$ cat src/rtl/nsum_driver.sv
// -----------------------------------------------------------------------------
// nsum_driver
// Initiator for one NSum instance. N values are queued in a small request
// FIFO and issued one at a time as single-cycle N_valid pulses. The driver then
// waits for sum_valid, checks sum against N*(N+1)/2 (mod 2^SUM_W) and reports
// each transaction on the res_* port. A watchdog ends a transaction that gets
// no answer within TIMEOUT cycles.
//
// Ports
//   clk        rising-edge clock
//   reset      asynchronous, active-low reset
//   req_n      N value to enqueue
//   req_valid  enqueue strobe, accepted when req_valid & req_ready
//   req_ready  request FIFO not full (registered)
//   N          N presented to NSum (held until the next issue)
//   N_valid    one-cycle issue pulse
//   sum        result from NSum
//   sum_valid  result strobe from NSum
//   res_n      N of the reported transaction
//   res_sum    captured sum (0 on timeout)
//   res_err    captured sum differs from the expected value
//   res_tout   no sum_valid arrived within TIMEOUT cycles
//   res_valid  one-cycle result pulse
//   busy       FSM not idle, or request FIFO non-empty
// -----------------------------------------------------------------------------
module nsum_driver #(
    parameter int N_W     = 3,
    parameter int SUM_W   = 4,
    parameter int DEPTH   = 4,
    parameter int TIMEOUT = 32
) (
    input  logic             clk,
    input  logic             reset,
    input  logic [N_W-1:0]   req_n,
    input  logic             req_valid,
    output logic             req_ready,
    output logic [N_W-1:0]   N,
    output logic             N_valid,
    input  logic [SUM_W-1:0] sum,
    input  logic             sum_valid,
    output logic [N_W-1:0]   res_n,
    output logic [SUM_W-1:0] res_sum,
    output logic             res_err,
    output logic             res_tout,
    output logic             res_valid,
    output logic             busy
);

    localparam int PTR_W = $clog2(DEPTH);
    localparam int CNT_W = PTR_W + 1;
    localparam int T_W   = $clog2(TIMEOUT);
    localparam int EXT_W = SUM_W + N_W;

    localparam logic [PTR_W-1:0] PTR_ONE  = PTR_W'(1);
    localparam logic [CNT_W-1:0] CNT_ZERO = CNT_W'(0);
    localparam logic [CNT_W-1:0] CNT_ONE  = CNT_W'(1);
    localparam logic [CNT_W-1:0] CNT_FULL = CNT_W'(DEPTH);
    localparam logic [T_W-1:0]   T_ZERO   = T_W'(0);
    localparam logic [T_W-1:0]   T_ONE    = T_W'(1);
    localparam logic [T_W-1:0]   T_LAST   = T_W'(TIMEOUT - 1);

    typedef enum logic [1:0] {
        ST_IDLE   = 2'd0,
        ST_ISSUE  = 2'd1,
        ST_WAIT   = 2'd2,
        ST_REPORT = 2'd3
    } state_t;

    // Expected sum: the product is formed at SUM_W+N_W bits, halved, then
    // truncated, so wrap-around matches NSum's own modulo arithmetic.
    function automatic logic [SUM_W-1:0] calc_exp(input logic [N_W-1:0] n);
        logic [EXT_W-1:0] n_ext;
        logic [EXT_W-1:0] prod;
        n_ext    = {{SUM_W{1'b0}}, n};
        prod     = n_ext * (n_ext + {{(EXT_W-1){1'b0}}, 1'b1});
        calc_exp = SUM_W'(prod >> 1);
    endfunction

    state_t             state_r;
    logic [N_W-1:0]     mem_r [DEPTH];
    logic [PTR_W-1:0]   wr_ptr_r;
    logic [PTR_W-1:0]   rd_ptr_r;
    logic [CNT_W-1:0]   count_r;
    logic [CNT_W-1:0]   count_next_s;
    logic               req_ready_r;
    logic               push_s;
    logic               pop_s;
    logic [N_W-1:0]     head_s;
    logic [T_W-1:0]     timer_r;
    logic [SUM_W-1:0]   exp_r;
    logic [N_W-1:0]     n_r;
    logic               n_valid_r;
    logic [N_W-1:0]     res_n_r;
    logic [SUM_W-1:0]   res_sum_r;
    logic               res_err_r;
    logic               res_tout_r;
    logic               res_valid_r;
    logic               busy_r;

    // FIFO handshake decode and next occupancy.
    always_comb begin
        push_s       = req_valid & req_ready_r;
        pop_s        = (state_r == ST_ISSUE);
        head_s       = mem_r[rd_ptr_r];
        count_next_s = count_r;
        case ({push_s, pop_s})
            2'b10:   count_next_s = count_r + CNT_ONE;
            2'b01:   count_next_s = count_r - CNT_ONE;
            default: count_next_s = count_r;
        endcase
    end

    // Request FIFO storage, pointers, occupancy and registered ready.
    always_ff @(posedge clk or negedge reset) begin
        if (!reset) begin
            for (int i = 0; i < DEPTH; i++) begin
                mem_r[i] <= {N_W{1'b0}};
            end
            wr_ptr_r    <= {PTR_W{1'b0}};
            rd_ptr_r    <= {PTR_W{1'b0}};
            count_r     <= CNT_ZERO;
            req_ready_r <= 1'b1;
        end else begin
            if (push_s) begin
                mem_r[wr_ptr_r] <= req_n;
                wr_ptr_r        <= wr_ptr_r + PTR_ONE;
            end
            if (pop_s) begin
                rd_ptr_r <= rd_ptr_r + PTR_ONE;
            end
            count_r     <= count_next_s;
            req_ready_r <= (count_next_s != CNT_FULL);
        end
    end

    // Transaction FSM with all issue/result outputs registered.
    always_ff @(posedge clk or negedge reset) begin
        if (!reset) begin
            state_r     <= ST_IDLE;
            timer_r     <= T_ZERO;
            exp_r       <= {SUM_W{1'b0}};
            n_r         <= {N_W{1'b0}};
            n_valid_r   <= 1'b0;
            res_n_r     <= {N_W{1'b0}};
            res_sum_r   <= {SUM_W{1'b0}};
            res_err_r   <= 1'b0;
            res_tout_r  <= 1'b0;
            res_valid_r <= 1'b0;
            busy_r      <= 1'b0;
        end else begin
            n_valid_r   <= 1'b0;
            res_valid_r <= 1'b0;
            case (state_r)
                // REPORT falls straight into ISSUE when work is queued, so
                // back-to-back transactions skip the IDLE cycle.
                ST_IDLE, ST_REPORT: begin
                    if (count_r != CNT_ZERO) begin
                        state_r   <= ST_ISSUE;
                        n_r       <= head_s;
                        n_valid_r <= 1'b1;
                        exp_r     <= calc_exp(head_s);
                        busy_r    <= 1'b1;
                    end else begin
                        state_r   <= ST_IDLE;
                        busy_r    <= (count_next_s != CNT_ZERO);
                    end
                end
                // sum_valid alongside the N_valid pulse is deliberately ignored.
                ST_ISSUE: begin
                    state_r <= ST_WAIT;
                    timer_r <= T_ZERO;
                    busy_r  <= 1'b1;
                end
                // A response on the last timer cycle still counts as a response.
                ST_WAIT: begin
                    busy_r <= 1'b1;
                    if (sum_valid) begin
                        state_r     <= ST_REPORT;
                        res_n_r     <= n_r;
                        res_sum_r   <= sum;
                        res_err_r   <= (sum != exp_r);
                        res_tout_r  <= 1'b0;
                        res_valid_r <= 1'b1;
                    end else if (timer_r == T_LAST) begin
                        state_r     <= ST_REPORT;
                        res_n_r     <= n_r;
                        res_sum_r   <= {SUM_W{1'b0}};
                        res_err_r   <= 1'b0;
                        res_tout_r  <= 1'b1;
                        res_valid_r <= 1'b1;
                    end else begin
                        timer_r <= timer_r + T_ONE;
                    end
                end
                default: begin
                    state_r <= ST_IDLE;
                    busy_r  <= (count_next_s != CNT_ZERO);
                end
            endcase
        end
    end

    assign req_ready = req_ready_r;
    assign N         = n_r;
    assign N_valid   = n_valid_r;
    assign res_n     = res_n_r;
    assign res_sum   = res_sum_r;
    assign res_err   = res_err_r;
    assign res_tout  = res_tout_r;
    assign res_valid = res_valid_r;
    assign busy      = busy_r;

endmodule

$ cat config.mk
export PLATFORM = sky130hd
export DESIGN_NAME = nsum_driver
export DESIGN_NICKNAME = d
export VERILOG_FILES = /design/src/rtl/nsum_driver.sv
export SDC_FILE = /design/constraint.sdc
export NUM_CORES = 1
export LEC_CHECK = 0
export CORE_UTILIZATION = 25
export CTS_CLUSTER_SIZE = 8
export DETAILED_ROUTE_END_ITERATION = 16
export SYNTH_ARGS = -nofsm -noshare
export SYNTH_HDL_FRONTEND = slang
export SYNTH_SLANG_ARGS = --single-unit
$ cat constraint.sdc
create_clock -name clk -period 3.7 [get_ports clk]
set_clock_uncertainty 0.1 [all_clocks]
set_input_delay 1.11 -clock clk [delete_from_list [all_inputs] [get_ports clk]]
set_output_delay 1.11 -clock clk [all_outputs]
set_load 0.005 [all_outputs]
==> impl_metrics.ini, run 1 <==
[outcome]
outcome = completed

[sta]
fin_crit_ns = 3.44
rsz0062_at_grt = no
timing.final.crit_share = 0.929
max_freq_mhz = 291
slew_viol_final = 0
worst_pin_slew_ns = 1.02
hold_viol = 0
max_slew_margin = 0.318
setup_tns_ns = 0
setup_violations = 0

[clock_network]
h-tree-depth = 2
clkLatencyLatePin_ns = 0.30
hold_buffers = 0
cts.repair.resized = 0
clockRootBuffer = clkbuf_8
clock_sinks = 46
cts_max_path_buffers = 2
clkTransAtPathRegs_ns = 0.09
cts_tree = built
post_cts_buffers = 0
cts-buffers-inserted = 5

[worst_setup_path]
crit_chain = mux4_1 > ha_1 > or2_2 > fa_1 > inv_1 > fa_1 > xor2_1 > xnor2_1 > o21ai_0
reg2reg_to = exp_r[3]
cp-start-kind = flop
path_max_fanout = 5
crit_arrival_ns = 3.51
cp_top_family = adder cells
cp-end-kind = flop
crit_buf_inv = 1
cp_common_cell = fa_1
required_ns = 3.78
crit_cells = 9
reg2reg_depth = 9
cp_slowest_cell = mux4_1
worstSetupPathType = reg2reg
slowest_delay_ns = 0.69
r2r_slack_ns = 0.26
r2r_start = rd_ptr_r[0]

[detailed_routing]
wl_per_cell_um = 12.3
ant_nets = 0
num_vias = 1375
firstDrtPassIters = 4
drcViolationCount = 0
drt_iter0_drc = 37
drt_wl_total_um = 3860
vias_per_cell = 4.37

[global_route]
grt_pass1_vias = 1421
grt_max_degree = 47
antenna_found_initial = 0
grtUsageTotal = 0.0961
grt_pass1_wl_um = 6630
grt_overflow = 0

[layout]
fill_cells = 844
antenna_cells = 0
register_area_mm2 = 0.00115
multiInputGateArea_um2 = 990
areaGrowthSynthToFinish_pct = 21.5
drive_above_1_share = 0.167
final_core_util = 0.321
nNetsFinal = 237
final_area_mm2 = 0.00269

[logic_synthesis]
yosys_warnings = 0
avgSynthCellArea_um2 = 12.3
synth_flop_cell = dfrtp_1
synth_area_leaders = dfrtp_1 51%, mux2_2 9.7%, ha_1 7.9%
netlist_instances = 180
synth.net_count = 208
yosysTopAreaCell = dfrtp_1
synth.most_common_cell = dfrtp_1
synth_edf_count = 0
async_flop_share = 1.00
ys_ff_latch = 46
syn_area_mm2 = 0.00221
synthTopCellsByCount = 45 x dfrtp_1, 19 x mux2_2, 14 x ha_1, 14 x nand2_1, 13 x inv_1
synth.top_cell.area_share = 0.508
yosysSeqAreaShare = 0.520
yosysUniqueCellTypes = 35

[hold_path]
hp-class = reg2reg
holdPathStages = 1
min_from = count_r[2]
worstHoldEndpoint = count_r[2]

[floorplan]
pin_count = 27
rows = 33
die_w_um = 96.1
core_area_mm2 = 0.00838
start_util = 0.264
die_h_um = 96.1
die_area_mm2 = 0.00924

[placed_design]
hpwl_um = 2820
portBuffers = 26
gp_congestion = 0.767
dpl_cell_area_mm2 = 0.00258

[pwr]
power.density_mw_per_mm2 = 943
leakage_uw = 0.00121
irDropWorstVdd_mv = 0.269

[job]
max-cap-violations = 0
worst max-delay path by stage:
stage | start | endpoint | slack, ns
6_report | rd_ptr_r[0] | exp_r[3] | 0.26
5_1_grt | rd_ptr_r[0] | exp_r[3] | 0.09
3_3_place_gp | rd_ptr_r[0] | exp_r[3] | 0.29
2_1_floorplan | rd_ptr_r[0] | exp_r[3] | 0.39
3_5_place_dp | rd_ptr_r[0] | exp_r[3] | 0.21
4_1_cts | rd_ptr_r[0] | exp_r[3] | 0.23
metal layers:
layer  track usage  up-vias  wire, um
met5             0        -         0
met4        0.0336        0        33
met3        0.0300        6       205
met2         0.162       28      1770
met1         0.115      656      1850
li1              -      685         -
layout by cell type (no fill, tap or decap):
cell type and n:
and2_0 1, o22ai_1 1, inv_2 1, a31o_1 1, nand2b_1 1, a22o_1 6
o21ai_0 8, nor2_1 8, o21ai_2 1, mux4_1 1, nand4_1 2, mux4_2 1
dfstp_2 1, xor2_1 4, a21boi_0 1, clkinv_2 2, ha_1 14, inv_1 13
o21ai_1 2, xnor2_2 1, and3_1 2, nand3_1 6, buf_2 1, clkbuf_8 5
or2_2 1, xnor2_1 8, bufinv_16 1, a21oi_1 4, clkdlybuf4s50_1 25, nor3_1 1
fa_1 3, mux2_4 1, dfrtp_1 45, mux2i_1 3, nand2_1 14, a32o_1 1
mux2_2 19
cells by family (layout without fill, tap and decap cells):
kind of cell | count (synthesis) | count (layout) | share of synthesized area
adder cells (fa/ha/maj) | 17 | 17 | 0.106
flip-flops | 46 | 46 | 0.520
XOR/XNOR | 13 | 13 | 0.0548
AO/OA/AOI/OAI | 25 | 25 | 0.0740
buffers and inverters | 18 | 48 | 0.0328
multiplexers | 25 | 25 | 0.139
AND/OR/NAND/NOR | 36 | 36 | 0.0729
flip-flops by register name, summed over array words and instances (netlist names):
signal	count
mem_r	12
timer_r	5
exp_r	4
res_sum	4
N	3
count_r	3
res_n	3
rd_ptr_r	2
state_r	2
wr_ptr_r	2
N_valid	1
busy	1
req_ready	1
res_err	1
res_tout	1
res_valid	1
metrics by stage:
stage | setup WS, ns | total power, uW | hold slack (ns) | std cells
2_1_floorplan | 0.388 | 1830 | 0.359 | 180
3_3_place_gp | 0.294 | 2150 | 0.381 | 307
3_5_place_dp | 0.215 | 2210 | 0.386 | 307
4_1_cts | 0.233 | 2580 | 0.401 | 315
5_1_grt | 0.0855 | 2800 | 0.406 | 315
6_report | 0.261 | 2540 | 0.398 | 315
where the power goes:
group,internal [uW],total (uW),switching (uW)
registers,739,885,146
clock network,199,370,171
logic,675,1280,607
cell type report:
class | count | area share
Sequential cell | 46 | 0.428
Multi-Input combinational cell | 116 | 0.368
Timing Repair Buffer | 26 | 0.0949
Tap cell | 105 | 0.0488
Clock buffer | 5 | 0.0256
Inverter | 14 | 0.0195
Clock inverter | 3 | 0.0149
Note: power is estimated with default switching activity, not from simulation.
==> inputs of run 2 (changes only) <==
==> constraint.sdc (replaced) <==
create_clock -name clk -period 3.4 [get_ports clk]
set_clock_uncertainty 0.1 [all_clocks]
set_input_delay 1.02 -clock clk [delete_from_list [all_inputs] [get_ports clk]]
set_output_delay 1.02 -clock clk [all_outputs]
set_load 0.005 [all_outputs]
==> run 2 against run 1 <==
Compared with the run above: final cell count is 1.3% higher; wire length is 0.85% lower; first-iteration DRC count is 19% lower; die area stayed put; sequential share of layout area is 0.14 points lower; combinational power is 12% higher; maximum frequency is 7.7% higher; critical path depth is 2 higher; non-clock buffer count is 4 higher; largest power group unchanged.
==> impl_metrics.ini, run 2 (synthesis results as in run 1) <==
[outcome]
outcome = completed

[job]
max-cap-violations = 0

[clock_network]
cts-buffers-inserted = 5
h-tree-depth = 2
clkTransAtPathRegs_ns = 0.08
post_cts_buffers = 0
clkLatencyLatePin_ns = 0.30
hold_buffers = 0
cts_max_path_buffers = 2
clockRootBuffer = clkbuf_8
clock_sinks = 46
cts.repair.resized = 0
cts_tree = built

[worst_setup_path]
cp_common_cell = fa_1
cp_top_family = adder cells
crit_chain = mux4_2 > buf_4 > ha_1 > xnor2_2 > nand2_1 > fa_1 > inv_1 > fa_1 > xor2_1 > xnor2_1 > o21ai_0
path_max_fanout = 5
cp-start-kind = flop
cp_slowest_cell = mux4_2
crit_buf_inv = 2
required_ns = 3.46
worstSetupPathType = reg2reg
cp-end-kind = flop
crit_arrival_ns = 3.26
slowest_delay_ns = 0.52

[placed_design]
hpwl_um = 2880
gp_congestion = 0.765
pre_cts_ws_ns = 0.0958
portBuffers = 26

[detailed_routing]
ant_nets = 0
drcViolationCount = 0
vias_per_cell = 4.42
wl_per_cell_um = 12.0
firstDrtPassIters = 4
num_vias = 1411
drt_iter0_drc = 30
drt_wl_total_um = 3830

[sta]
timing.final.crit_share = 0.939
rsz0062_at_grt = no
setup_violations = 0
slew_viol_final = 0
setup_ws_ns = 0.208
worst_pin_slew_ns = 0.546
setup_tns_ns = 0
fin_crit_ns = 3.19
holdWs_ns = 0.395
max_slew_margin = 0.636
hold_viol = 0
max_freq_mhz = 313

[pwr]
leakage_uw = 0.00122
irDropWorstVdd_mv = 0.310
power.density_mw_per_mm2 = 1010

[layout]
largest_reg_flops = 12
register_area_mm2 = 0.00115
layout_common_cells = 45 x dfrtp_1, 25 x clkdlybuf4s50_1, 19 x mux2_2, 14 x nand2_1, 14 x ha_1
multiInputGateArea_um2 = 986
biggestRegsByFlops = mem_r (12), timer_r (5)
top_register = mem_r
areaGrowthSynthToFinish_pct = 21.9
fill_cells = 863
nNetsFinal = 241
drive_above_1_share = 0.182
layout_commonest_cell = dfrtp_1
antenna_cells = 0

[global_route]
grt_overflow = 0
antenna_found_initial = 0
grt_pass1_wl_um = 6820
grtUsageTotal = 0.0977
grt_max_degree = 32
grt_pass1_vias = 1463

[floorplan]
die_h_um = 96.1
core_area_mm2 = 0.00838
die_area_mm2 = 0.00924
die_w_um = 96.1
pin_count = 27
start_util = 0.264
rows = 33

[hold_path]
hp-class = reg2reg
==> run 2: changes by cell type in the layout (fill, tap and decap cells not counted), sizes merged <==
| cell | delta |
|---|---|
| buf | +4 |
| bufinv | -1 |
| clkbuf | +2 |
| clkinv | -1 |
==> run 2: area by class of cell <==
cell class,instances,area share
multi-input cells,116,0.365
clock buffers,7,0.0320
repair buffers,30,0.106
clock inverters,1,0.00185
inverters,14,0.0195
well taps,105,0.0487
flip-flops and latches,46,0.427
==> run 2: power by group <==
group,switching (uW),total [uW],internal [uW]
sequential,158,962,805
clock,177,341,164
combinational,663,1430,767
total,998,2730,1740
==> run 2: worst paths after layout <==
check	from	to	slack, ns	cells past startpoint
min in group asynchronous	reset	res_valid	0.52	1
worst max-delay path	rd_ptr_r[0]	exp_r[3]	0.21	11
worst min register to register	count_r[2]	count_r[2]	0.40	1
worst min-delay path	count_r[2]	count_r[2]	0.40	1
worst max register to register	rd_ptr_r[0]	exp_r[3]	0.21	11
max in group asynchronous	reset	res_sum[0]	1.95	2
==> run 2: per-stage QoR <==
| step | util | std cells | total power (uW) | cell area [um2] |
|---|---|---|---|---|
| 3_5_place_dp | 0.312 | 311 | 2430 | 2610 |
| 5_1_grt | 0.322 | 319 | 3030 | 2700 |
| 4_1_cts | 0.322 | 319 | 2780 | 2700 |
| 2_1_floorplan | - | 180 | 1990 | 2210 |
| 6_report | 0.322 | 319 | 2730 | 2700 |
| 3_3_place_gp | 0.312 | 311 | 2390 | 2610 |
==> run 2: routing by layer <==
layer  part of all wire  wire length (um)  global-route usage  up-vias
li1                   -                 -                   -      684
met1               0.48              1850               0.125      691
met2               0.45              1740               0.155       30
met3              0.051               197              0.0284        6
met4              0.011                44              0.0373        0
met5                  0                 0                   0        -
